`src/rtl/i2s_master_tx_if.sv`:
```
// Sample-pair handshake bundle between the filter back-end and i2s_master_tx.
//   lft_chnnl/rght_chnnl : 24-bit two's complement sample pair
//   vld                  : producer has a pair; taken when vld & rdy
//   rdy                  : transmitter holding register empty
//   undrflw              : one-clk pulse when a frame starts with nothing held
// master modport = sample producer, slave modport = transmitter.
interface i2s_master_tx_if;
    localparam int unsigned SAMPLE_W = 24;

    logic [SAMPLE_W-1:0] lft_chnnl;
    logic [SAMPLE_W-1:0] rght_chnnl;
    logic                vld;
    logic                rdy;
    logic                undrflw;

    modport master (
        output lft_chnnl,
        output rght_chnnl,
        output vld,
        input  rdy,
        input  undrflw
    );

    modport slave (
        input  lft_chnnl,
        input  rght_chnnl,
        input  vld,
        output rdy,
        output undrflw
    );
endinterface

```
`src/rtl/i2s_master_tx.sv`:
```
// Transmit-side I2S master: serializes 24-bit left/right pairs onto I2S_data
// with 24 slots per channel (48 per frame), MSB one slot after each I2S_ws edge.
// Ports:
//   clk, rst  : system clock, synchronous active-high reset
//   bus       : i2s_master_tx_if.slave sample handshake (pair in, rdy/undrflw out)
//   I2S_sclk  : bit clock, period 2*SCLK_DIV clks, 50% duty
//   I2S_ws    : word select, 0 = left, 1 = right
//   I2S_data  : serial data, changes on I2S_sclk fall
// Build option: define I2S_TX_ZERO_ON_UNDRFLW_EN to send silence on underflow;
// otherwise an underflow frame repeats the last successfully loaded pair.
module i2s_master_tx #(
    parameter int unsigned SCLK_DIV = 16
) (
    input  logic              clk,
    input  logic              rst,
    i2s_master_tx_if.slave    bus,
    output logic              I2S_sclk,
    output logic              I2S_ws,
    output logic              I2S_data
);

    localparam int unsigned DIV_W     = $clog2(SCLK_DIV);
    localparam int unsigned SLOT_W    = 6;
    localparam int unsigned FRAME_W   = 48;
    localparam int unsigned LAST_SLOT = 47;
    localparam int unsigned WS_FIRST  = 23;
    localparam int unsigned WS_LAST   = 46;
    localparam int unsigned RST_SLOT  = 46;

    logic [DIV_W-1:0]   div_cnt_q, div_cnt_d;
    logic               sclk_q, sclk_d;
    logic [SLOT_W-1:0]  slot_q, slot_d;
    logic               ws_q, ws_d;
    logic [FRAME_W-1:0] shift_q, shift_d;
    logic [FRAME_W-1:0] hold_q, hold_d;
    logic               full_q, full_d;
    logic               undrflw_q, undrflw_d;
`ifndef I2S_TX_ZERO_ON_UNDRFLW_EN
    logic [FRAME_W-1:0] last_q, last_d;
`endif

    logic               div_tc;
    logic               fall_evt;
    logic               frame_load;
    logic               accept;
    logic [SLOT_W-1:0]  slot_nxt;
    logic [FRAME_W-1:0] undrflw_val;

    // Event decode from current state.
    always_comb begin
        div_tc     = (div_cnt_q == DIV_W'(SCLK_DIV - 1));
        fall_evt   = div_tc & sclk_q;
        slot_nxt   = (slot_q == SLOT_W'(LAST_SLOT)) ? '0 : slot_q + SLOT_W'(1);
        frame_load = fall_evt & (slot_nxt == '0);
        accept     = bus.vld & ~full_q;
`ifdef I2S_TX_ZERO_ON_UNDRFLW_EN
        undrflw_val = '0;
`else
        undrflw_val = last_q;
`endif
    end

    // Next-state logic for divider, slot counter, shifter and holding register.
    always_comb begin
        div_cnt_d = div_tc ? '0 : div_cnt_q + DIV_W'(1);
        sclk_d    = div_tc ? ~sclk_q : sclk_q;
        slot_d    = slot_q;
        ws_d      = ws_q;
        shift_d   = shift_q;
        hold_d    = hold_q;
        full_d    = full_q;
        undrflw_d = 1'b0;
`ifndef I2S_TX_ZERO_ON_UNDRFLW_EN
        last_d    = last_q;
`endif

        if (fall_evt) begin
            slot_d = slot_nxt;
            // ws leads the channel's MSB by one slot.
            ws_d   = (slot_nxt >= SLOT_W'(WS_FIRST)) && (slot_nxt <= SLOT_W'(WS_LAST));
            if (frame_load) begin
                if (full_q) begin
                    shift_d = hold_q;
                    full_d  = 1'b0;
`ifndef I2S_TX_ZERO_ON_UNDRFLW_EN
                    last_d  = hold_q;
`endif
                end else begin
                    shift_d   = undrflw_val;
                    undrflw_d = 1'b1;
                end
            end else begin
                shift_d = {shift_q[FRAME_W-2:0], 1'b0};
            end
        end

        // Accept only when empty; a load in this cycle used the pre-write contents.
        if (accept) begin
            hold_d = {bus.lft_chnnl, bus.rght_chnnl};
            full_d = 1'b1;
        end
    end

    // State register.
    always_ff @(posedge clk) begin
        if (rst) begin
            div_cnt_q <= '0;
            sclk_q    <= 1'b0;
            slot_q    <= SLOT_W'(RST_SLOT);
            ws_q      <= 1'b1;
            shift_q   <= '0;
            hold_q    <= '0;
            full_q    <= 1'b0;
            undrflw_q <= 1'b0;
`ifndef I2S_TX_ZERO_ON_UNDRFLW_EN
            last_q    <= '0;
`endif
        end else begin
            div_cnt_q <= div_cnt_d;
            sclk_q    <= sclk_d;
            slot_q    <= slot_d;
            ws_q      <= ws_d;
            shift_q   <= shift_d;
            hold_q    <= hold_d;
            full_q    <= full_d;
            undrflw_q <= undrflw_d;
`ifndef I2S_TX_ZERO_ON_UNDRFLW_EN
            last_q    <= last_d;
`endif
        end
    end

    assign I2S_sclk    = sclk_q;
    assign I2S_ws      = ws_q;
    assign I2S_data    = shift_q[FRAME_W-1];
    assign bus.rdy     = ~full_q;
    assign bus.undrflw = undrflw_q;

endmodule

```
`src/flat_wrapper.sv`:
```
// flat-port wrapper written by rule: the top's interface ports become plain ports
module i2s_master_tx_flat 
#(
    parameter int unsigned SCLK_DIV = 16
)
  (clk, rst, I2S_sclk, I2S_ws, I2S_data, bus_lft_chnnl, bus_rght_chnnl, bus_vld, bus_rdy, bus_undrflw);
  i2s_master_tx_if bus_i ();
  input  logic clk;
  input  logic rst;
  output logic I2S_sclk;
  output logic I2S_ws;
  output logic I2S_data;
  input wire logic [$bits(bus_i.lft_chnnl)-1:0] bus_lft_chnnl;
  input wire logic [$bits(bus_i.rght_chnnl)-1:0] bus_rght_chnnl;
  input wire logic [$bits(bus_i.vld)-1:0] bus_vld;
  output wire logic [$bits(bus_i.rdy)-1:0] bus_rdy;
  output wire logic [$bits(bus_i.undrflw)-1:0] bus_undrflw;
  assign bus_i.lft_chnnl = bus_lft_chnnl;
  assign bus_i.rght_chnnl = bus_rght_chnnl;
  assign bus_i.vld = bus_vld;
  assign bus_rdy = bus_i.rdy;
  assign bus_undrflw = bus_i.undrflw;
  i2s_master_tx #(.SCLK_DIV(SCLK_DIV)) u_core (.clk(clk), .rst(rst), .bus(bus_i), .I2S_sclk(I2S_sclk), .I2S_ws(I2S_ws), .I2S_data(I2S_data));
endmodule
```
`config.mk`:
```
export PLATFORM = sky130hd
export DESIGN_NAME = i2s_master_tx_flat
export DESIGN_NICKNAME = d
export VERILOG_FILES = /design/src/rtl/i2s_master_tx_if.sv /design/src/rtl/i2s_master_tx.sv /design/src/flat_wrapper.sv
export SDC_FILE = /design/constraint.sdc
export NUM_CORES = 1
export LEC_CHECK = 0
export ABC_AREA = 1
export ABC_CLOCK_PERIOD_IN_PS = 2020
export CAP_MARGIN = 20
export CORE_MARGIN = 5
export CORE_UTILIZATION = 30
export DETAILED_ROUTE_END_ITERATION = 6
export PLACE_DENSITY = 0.44
export SLEW_MARGIN = 40
export SYNTH_ARGS = -nofsm -noshare
export SYNTH_HDL_FRONTEND = slang
export SYNTH_SLANG_ARGS = --single-unit
```
`constraint.sdc`:
```
create_clock -name clk -period 2.02 [get_ports clk]
set_clock_uncertainty 0.1 [all_clocks]
set_input_delay 0.202 -clock clk [delete_from_list [all_inputs] [get_ports clk]]
set_output_delay 0.202 -clock clk [all_outputs]
set_load 0.005 [all_outputs]
```
==> results of run 1 <==
per-stage QoR:
step / cells / instance area (um^2) / hold WS, ns / setup TNS, ns
2_1_floorplan: 976 / 6680 / 0.269 / 0
3_3_place_gp: 1273 / 7620 / 0.333 / 0
3_5_place_dp: 1273 / 7620 / 0.339 / 0
4_1_cts: 1304 / 8210 / 0.000592 / 0
5_1_grt: 1323 / 8630 / 0.00822 / -0.894
6_report: 1323 / 8630 / 0.0180 / 0
cell usage in the layout (no fill, tap or decap), types with 2 or more instances in the layout:
cell type,count
nand2_1,437
dfxtp_1,153
nor2_1,103
a21oi_1,54
clkdlybuf4s50_1,54
o21ai_0,50
nand4_1,49
clkbuf_16,24
buf_4,24
inv_1,17
buf_12,9
nand2_2,8
nor2_4,6
nand3_1,6
buf_6,6
nand3_4,5
a22oi_1,4
dfxtp_2,4
ha_1,3
clkinvlp_4,3
clkbuf_1,3
bufinv_16,3
nand3_2,2
ha_4,2
clkinv_2,2
clkinv_4,2
sequential cells by signal, indices dropped and copies added (netlist names):
register and count:
u_core.hold_q 48, u_core.last_q 48, u_core.shift_q 48, u_core.slot_q 6, u_core.div_cnt_q 4, u_core.I2S_sclk 1
u_core.I2S_ws 1, u_core.bus.undrflw 1, u_core.full_q 1
logic make-up (layout without fill, tap and decap cells):
family | Yosys count | after routing
buf+inv | 85 | 151
flops | 158 | 158
simple gates | 617 | 618
xor+xnor | 1 | 1
fa+ha+maj | 5 | 5
compound gates | 110 | 110
routing by layer:
layer  vias to the layer above  share of wire (%)
met2                       117                 44
li1                       3224                  -
met1                      2780                 51
met4                         0                1.4
met3                        20                3.8
met5                         -                  0
where the power goes:
part	switching (mW)	internal, mW
sequential	0.0481	3.20
clock	1.28	1.97
combinational	0.260	0.198
total	1.59	5.37
layout make-up:
cell class / count / area, um^2
Tap cell: 280 / 350
Clock inverter: 10 / 140
Inverter: 18 / 67.6
Clock buffer: 21 / 450
Timing Repair Buffer: 102 / 1180
Multi-Input combinational cell: 734 / 3270
Sequential cell: 158 / 3170
Fill cell: 2363 / 13300
how the worst max path moves through the flow:
| stage | endpoint | cells past startpoint |
|---|---|---|
| floorplan | u_core.last_q[38] | 10 |
| global placement | u_core.shift_q[1] | 12 |
| detailed placement | u_core.shift_q[6] | 10 |
| CTS | u_core.shift_q[6] | 10 |
| global route | u_core.shift_q[23] | 12 |
| finish | u_core.shift_q[23] | 12 |
worst reg2reg max path, delay by kind of cell (launching register included):
family                   cells  cell delay, ns
AND/OR/NAND/NOR              9            0.88
flip-flops                   1            0.36
buffers and inverters        2            0.35
adder cells (fa/ha/maj)      1            0.16
repair_timing:
action | 4_1_cts | 5_1_grt
buffers inserted | 0 | 7
gates resized for setup | 0 | 31
hold buffers | 0 | 0
setup endpoints to repair | 0 | 63
==> flow_summary.toml, run 1 <==
[flow_run]
cap_violations = 0

[global_routing]
grt_pass1_vias = 5677
grt.met3_usage_pct = 3.00
antenna_found_initial = 0
grt.total_usage_pct = 13.6
grt_max_degree = 52
grt_pass1_wl_um = 28700
grt_overflow = 0
grt_util_met2_pct = 21.1
grt_use_met1_pct = 19.0
grt.busiest_layer = "met2"

[cts]
cts_tree = "done"
cts_inserted_buffers = 17
root_buffer = "clkbuf_16"
cts_num_sinks = 158
clk_latency_ns = 0.42
clkTransAtPathRegs_ns = 0.06
cts_buffer_depth = 2
cts_htree_levels = 4

[finish]
num-nets-final = 1087
fin_util_pct = 39.4
drive_gt1_share_pct = 10.4
syn_to_final_growth_pct = 29.1
diodes = 0

[worst_setup_path]
critPathRequiredTime_ns = 2.23
max_stage_delay_ns = 0.36
rr_endpoint = "u_core.shift_q[23]"
cp-start-kind = "register"
worstPathMaxFanout = 6
crit_buf_inv = 2
crit_path_start = "u_core.slot_q[1]"
rr_worst_depth = 12
end_kind = "register"
critPathSlowestCell = "dfxtp_2"
reg2reg_setup_slack_ns = 0.05
r2r_start = "u_core.slot_q[1]"
critical-path-top-delay-family = "simple AND/OR/NAND/NOR gates"
critPathKind = "reg -> reg"
crit_top_cell = "nand2_1"
path_cells = "ha_4 -> nand3_4 -> nor2_4 -> nor2_4 -> nor2_4 -> buf_12 -> nand3_4 -> buf_6 -> nand2_1 -> nand2_1 -> nand2_1 -> nand2_1"
arrival_ns = 2.18

[timing]
rsz0062_at_grt = "true"
finalHoldViolCount = 0
fmax_mhz = 508
slew_headroom_pct = 71.9
drv_slew = 0
post-route-min-period_ns = 1.97
finalWorstSetupSlack_ns = 0.0534
post-route-period-util_pct = 97.4
finalSetupViolations = 0
tightest_slew_ns = 0.422

[synth]
synth-edff-count = 0
netlist_top_cells_count = "nand2_1 (445), dfxtp_1 (158), nor2_1 (107)"
synthCells = 976
synth-adder-area-share_pct = 0.936
yosysSeqAreaShare_pct = 47.3
yosysTopAreaCell = "dfxtp_1"
yosys_warnings = 0
synth.top_cell.area_share_pct = 47.3
synthXorXnorAreaFrac_pct = 0.131
synth.top_cells.by_area = "dfxtp_1 (47%), nand2_1 (25%), nor2_1 (6.0%)"
async_flop_share_pct = 0
syn-num-nets = 1032
synth_top_family_by_area = "simple AND/OR/NAND/NOR gates"
synthMostInstantiatedCell = "nand2_1"
synth_area_mm2 = 0.00668
synth_ff_type = "dfxtp_1"
avgSynthCellArea_um2 = 6.85
synth_compound_area_share_pct = 8.44
synth_seq_cells = 158
synth_cell_types = 24
synth-simple-area-share_pct = 37.4
muxShareOfSynthArea_pct = 0

[worst_hold_path]
hold_end = "u_core.div_cnt_q[2]"
hp-class = "in -> reg"
min_path_cells = 2
min_from = "rst"

[die]
dieHeight_um = 159
fp.dieW_um = 159
rows = 54
core_area_mm2 = 0.0219
pin_count = 56
dieArea_mm2 = 0.0254
start_util_pct = 30.5

[run_status]
outcome = "complete, no violations"

[power_and_ir_drop]
power_density_mw_per_mm2 = 807
peakVddDrop_uv = 446
p_total_mw = 6.96
p_leak_nw = 3.88

[place]
port_buffers = 55
dp_hpwl_um = 10800
gp_congestion = 0.722
dp_slack_ns = 0.112

[route]
drt_iter0_drc = 313
vias = 6141
drc = 0
viasPerCell = 4.64
final_antenna_net_count = 0
wirelength_um = 19300
first_pass_iters = 5
post_drt_wl_per_cell_um = 14.6
(Power assumes the default switching activity.)
==> run 2: changes to the inputs <==
Settings changed: ABC_AREA 1 to 0, CORE_MARGIN 5 to default.
==> flow_summary.toml, run 2 <==
[finish]
postLayoutCellArea_mm2 = 0.00897
largest_registers = "u_core.hold_q (48), u_core.last_q (48), u_core.shift_q (48)"
num-nets-final = 907
syn_to_final_growth_pct = 39.7
layout_commonest_cell = "dfxtp_1"
diodes = 0
most-common-layout-cells = "dfxtp_1 (154), nand2_1 (153), nor2_1 (95), a21oi_1 (60), clkdlybuf4s50_1 (54)"
drive_gt1_share_pct = 19.7
fin_util_pct = 42.7

[power_and_ir_drop]
switching_share_pct = 22.0
p_total_mw = 7.20
seqPwrFrac_pct = 44.9
clockPowerShare_pct = 48.8
switchingPower_mw = 1.58
p_leak_nw = 3.13
power_density_mw_per_mm2 = 803
comb_power_share_pct = 6.3
peakVddDrop_uv = 580
internal_power_mw = 5.62

[place]
dp_hpwl_um = 9890
post_dp_cell_area_mm2 = 0.00745
gp_congestion = 0.797
port_buffers = 55

[global_routing]
antenna_found_initial = 0
grt.total_usage_pct = 16.2
grt_max_degree = 53
grt_pass1_wl_um = 27900
grt_pass1_vias = 5536
grt_overflow = 0

[die]
dieArea_mm2 = 0.0220
start_util_pct = 30.6
pin_count = 56
fp.dieW_um = 148
rows = 53
dieHeight_um = 148
core_area_mm2 = 0.0210

[synth]
avgSynthCellArea_um2 = 8.14
synth.top_cell.area_share_pct = 49.2
yosys_warnings = 0
syn-num-nets = 845
synth_seq_cells = 158
async_flop_share_pct = 0
synthMostInstantiatedCell = "dfxtp_1"
synth.top_cells.by_area = "dfxtp_1 (49%), nand2_1 (9.1%), nor2_1 (5.9%)"
synth_cell_types = 42
synth_ff_type = "dfxtp_1"
synthCells = 789
synth-edff-count = 0
yosysTopAreaCell = "dfxtp_1"
yosysSeqAreaShare_pct = 49.2
netlist_top_cells_count = "dfxtp_1 (158), nand2_1 (155), nor2_1 (101)"
synth_area_mm2 = 0.00642

[cts]
cts_tree = "done"
root_buffer = "clkbuf_16"
clk_latency_ns = 0.43
cts_buffer_depth = 2
cts_num_sinks = 158
cts_inserted_buffers = 17
cts_htree_levels = 4
clkTransAtPathRegs_ns = 0.06

[worst_setup_path]
path_cells = "buf_6 -> and3_4 -> o2111ai_4 -> o311ai_4 -> nand4_1 -> buf_6 -> clkbuf_16 -> a211oi_2 -> o31ai_1"
worstPathMaxFanout = 9
crit_top_cell = "buf_6"
end_kind = "register"
critPathRequiredTime_ns = 2.25
max_stage_delay_ns = 0.36
arrival_ns = 2.33
critPathKind = "reg -> reg"
critPathSlowestCell = "dfxtp_4"
cp-start-kind = "register"
critical-path-top-delay-family = "compound AO/OA/AOI/OAI gates"
crit_buf_inv = 3

[route]
vias = 5574
final_antenna_net_count = 0
wirelength_um = 17700
first_pass_iters = 4
viasPerCell = 4.89
drc = 0
drt_iter0_drc = 252
post_drt_wl_per_cell_um = 15.6

[timing]
post-route-period-util_pct = 104
rsz0062_at_grt = "true"
drv_slew = 0
fmax_mhz = 476
finalHoldViolCount = 0
finalSetupViolations = 48
post-route-min-period_ns = 2.10
tightest_slew_ns = 0.746
finalWorstSetupSlack_ns = -0.0806
slew_headroom_pct = 50.2
final.setup.tns_ns = -1.09
whs_ns = 0.0459

[worst_hold_path]
hp-class = "in -> reg"

[flow_run]
cap_violations = 0

[run_status]
violations = "negative setup slack"
outcome = "finished with violations"
## run 2: changes by cell type after synthesis, sizes merged, moves of 29 or more
cell,delta
a211oi,+47
nor2b,+29
o31ai,+47
nand4,-48
nand2,-290
o21ai,-44
nor3,+51
## run 2: cell type report
cell class / instances / area, um^2
clock buffers: 21 / 460
clock inverters: 11 / 188
fillers: 2030 / 12000
inverters: 6 / 22.5
multi-input cells: 560 / 3550
flip-flops and latches: 158 / 3170
well taps: 275 / 344
repair buffers: 108 / 1240
## run 2: power groups by stage
stage	clock [mW]	sequential, mW	combinational [mW]
detailed placement	0	3.29	0.421
global placement	0	3.29	0.416
floorplan	0	3.28	0.207
global route	3.73	3.24	0.502
CTS	3.61	3.23	0.437
finish	3.52	3.23	0.452
## run 2: cell families after synthesis
group                      synth area share (%)
and+or+nand+nor                            26.0
AOI/OAI and AO/OA                          18.0
adders and majority gates                 0.974
muxes                                     0.175
xor gates and xnor gates                  0.546
buffers and inverters                      5.03
DFF                                        49.2
## run 2: path summary, 6_finish.rpt
path	start	end	slack [ns]	cells past startpoint
worst min register to register	u_core.hold_q[16]	u_core.hold_q[16]	0.35	2
worst max register to register	u_core.slot_q[0]	u_core.shift_q[29]	-0.08	9
worst min-delay path	rst	u_core.div_cnt_q[2]	0.05	2
worst max-delay path	u_core.slot_q[0]	u_core.shift_q[29]	-0.08	9
## run 2: per-layer routing
metal / global-route usage [%] / vias to the layer above / share of wire, %
met1: 20.8 / 2670 / 49
met5: 0 / - / 0
met3: 3.50 / 17 / 3.4
met2: 26.6 / 99 / 47
li1: - / 2788 / -
met4: 5.52 / 0 / 1.2
## run 2: timing repair
item                       4_1_cts  5_1_grt
hold buffers                     0        0
setup endpoints to repair       94       98
pin swaps                       14       33
cloned                           3        5
buffers inserted                 3        6
resized for setup               43       78
## run 2: per-stage QoR
stage	cells	setup slack, ns
finish	1139	-0.0806
CTS	1129	-0.0227
global placement	1091	-0.0679
floorplan	789	-0.00479
global route	1139	-0.143
detailed placement	1091	-0.157
## run 2: worst register-to-register path, cell delays in order, from the launching register on
cell and delay, ns:
dfxtp_4 0.36, buf_6 0.12, and3_4 0.17, o2111ai_4 0.21, o311ai_4 0.14, nand4_1 0.14
buf_6 0.21, clkbuf_16 0.23, a211oi_2 0.07, o31ai_1 0.26
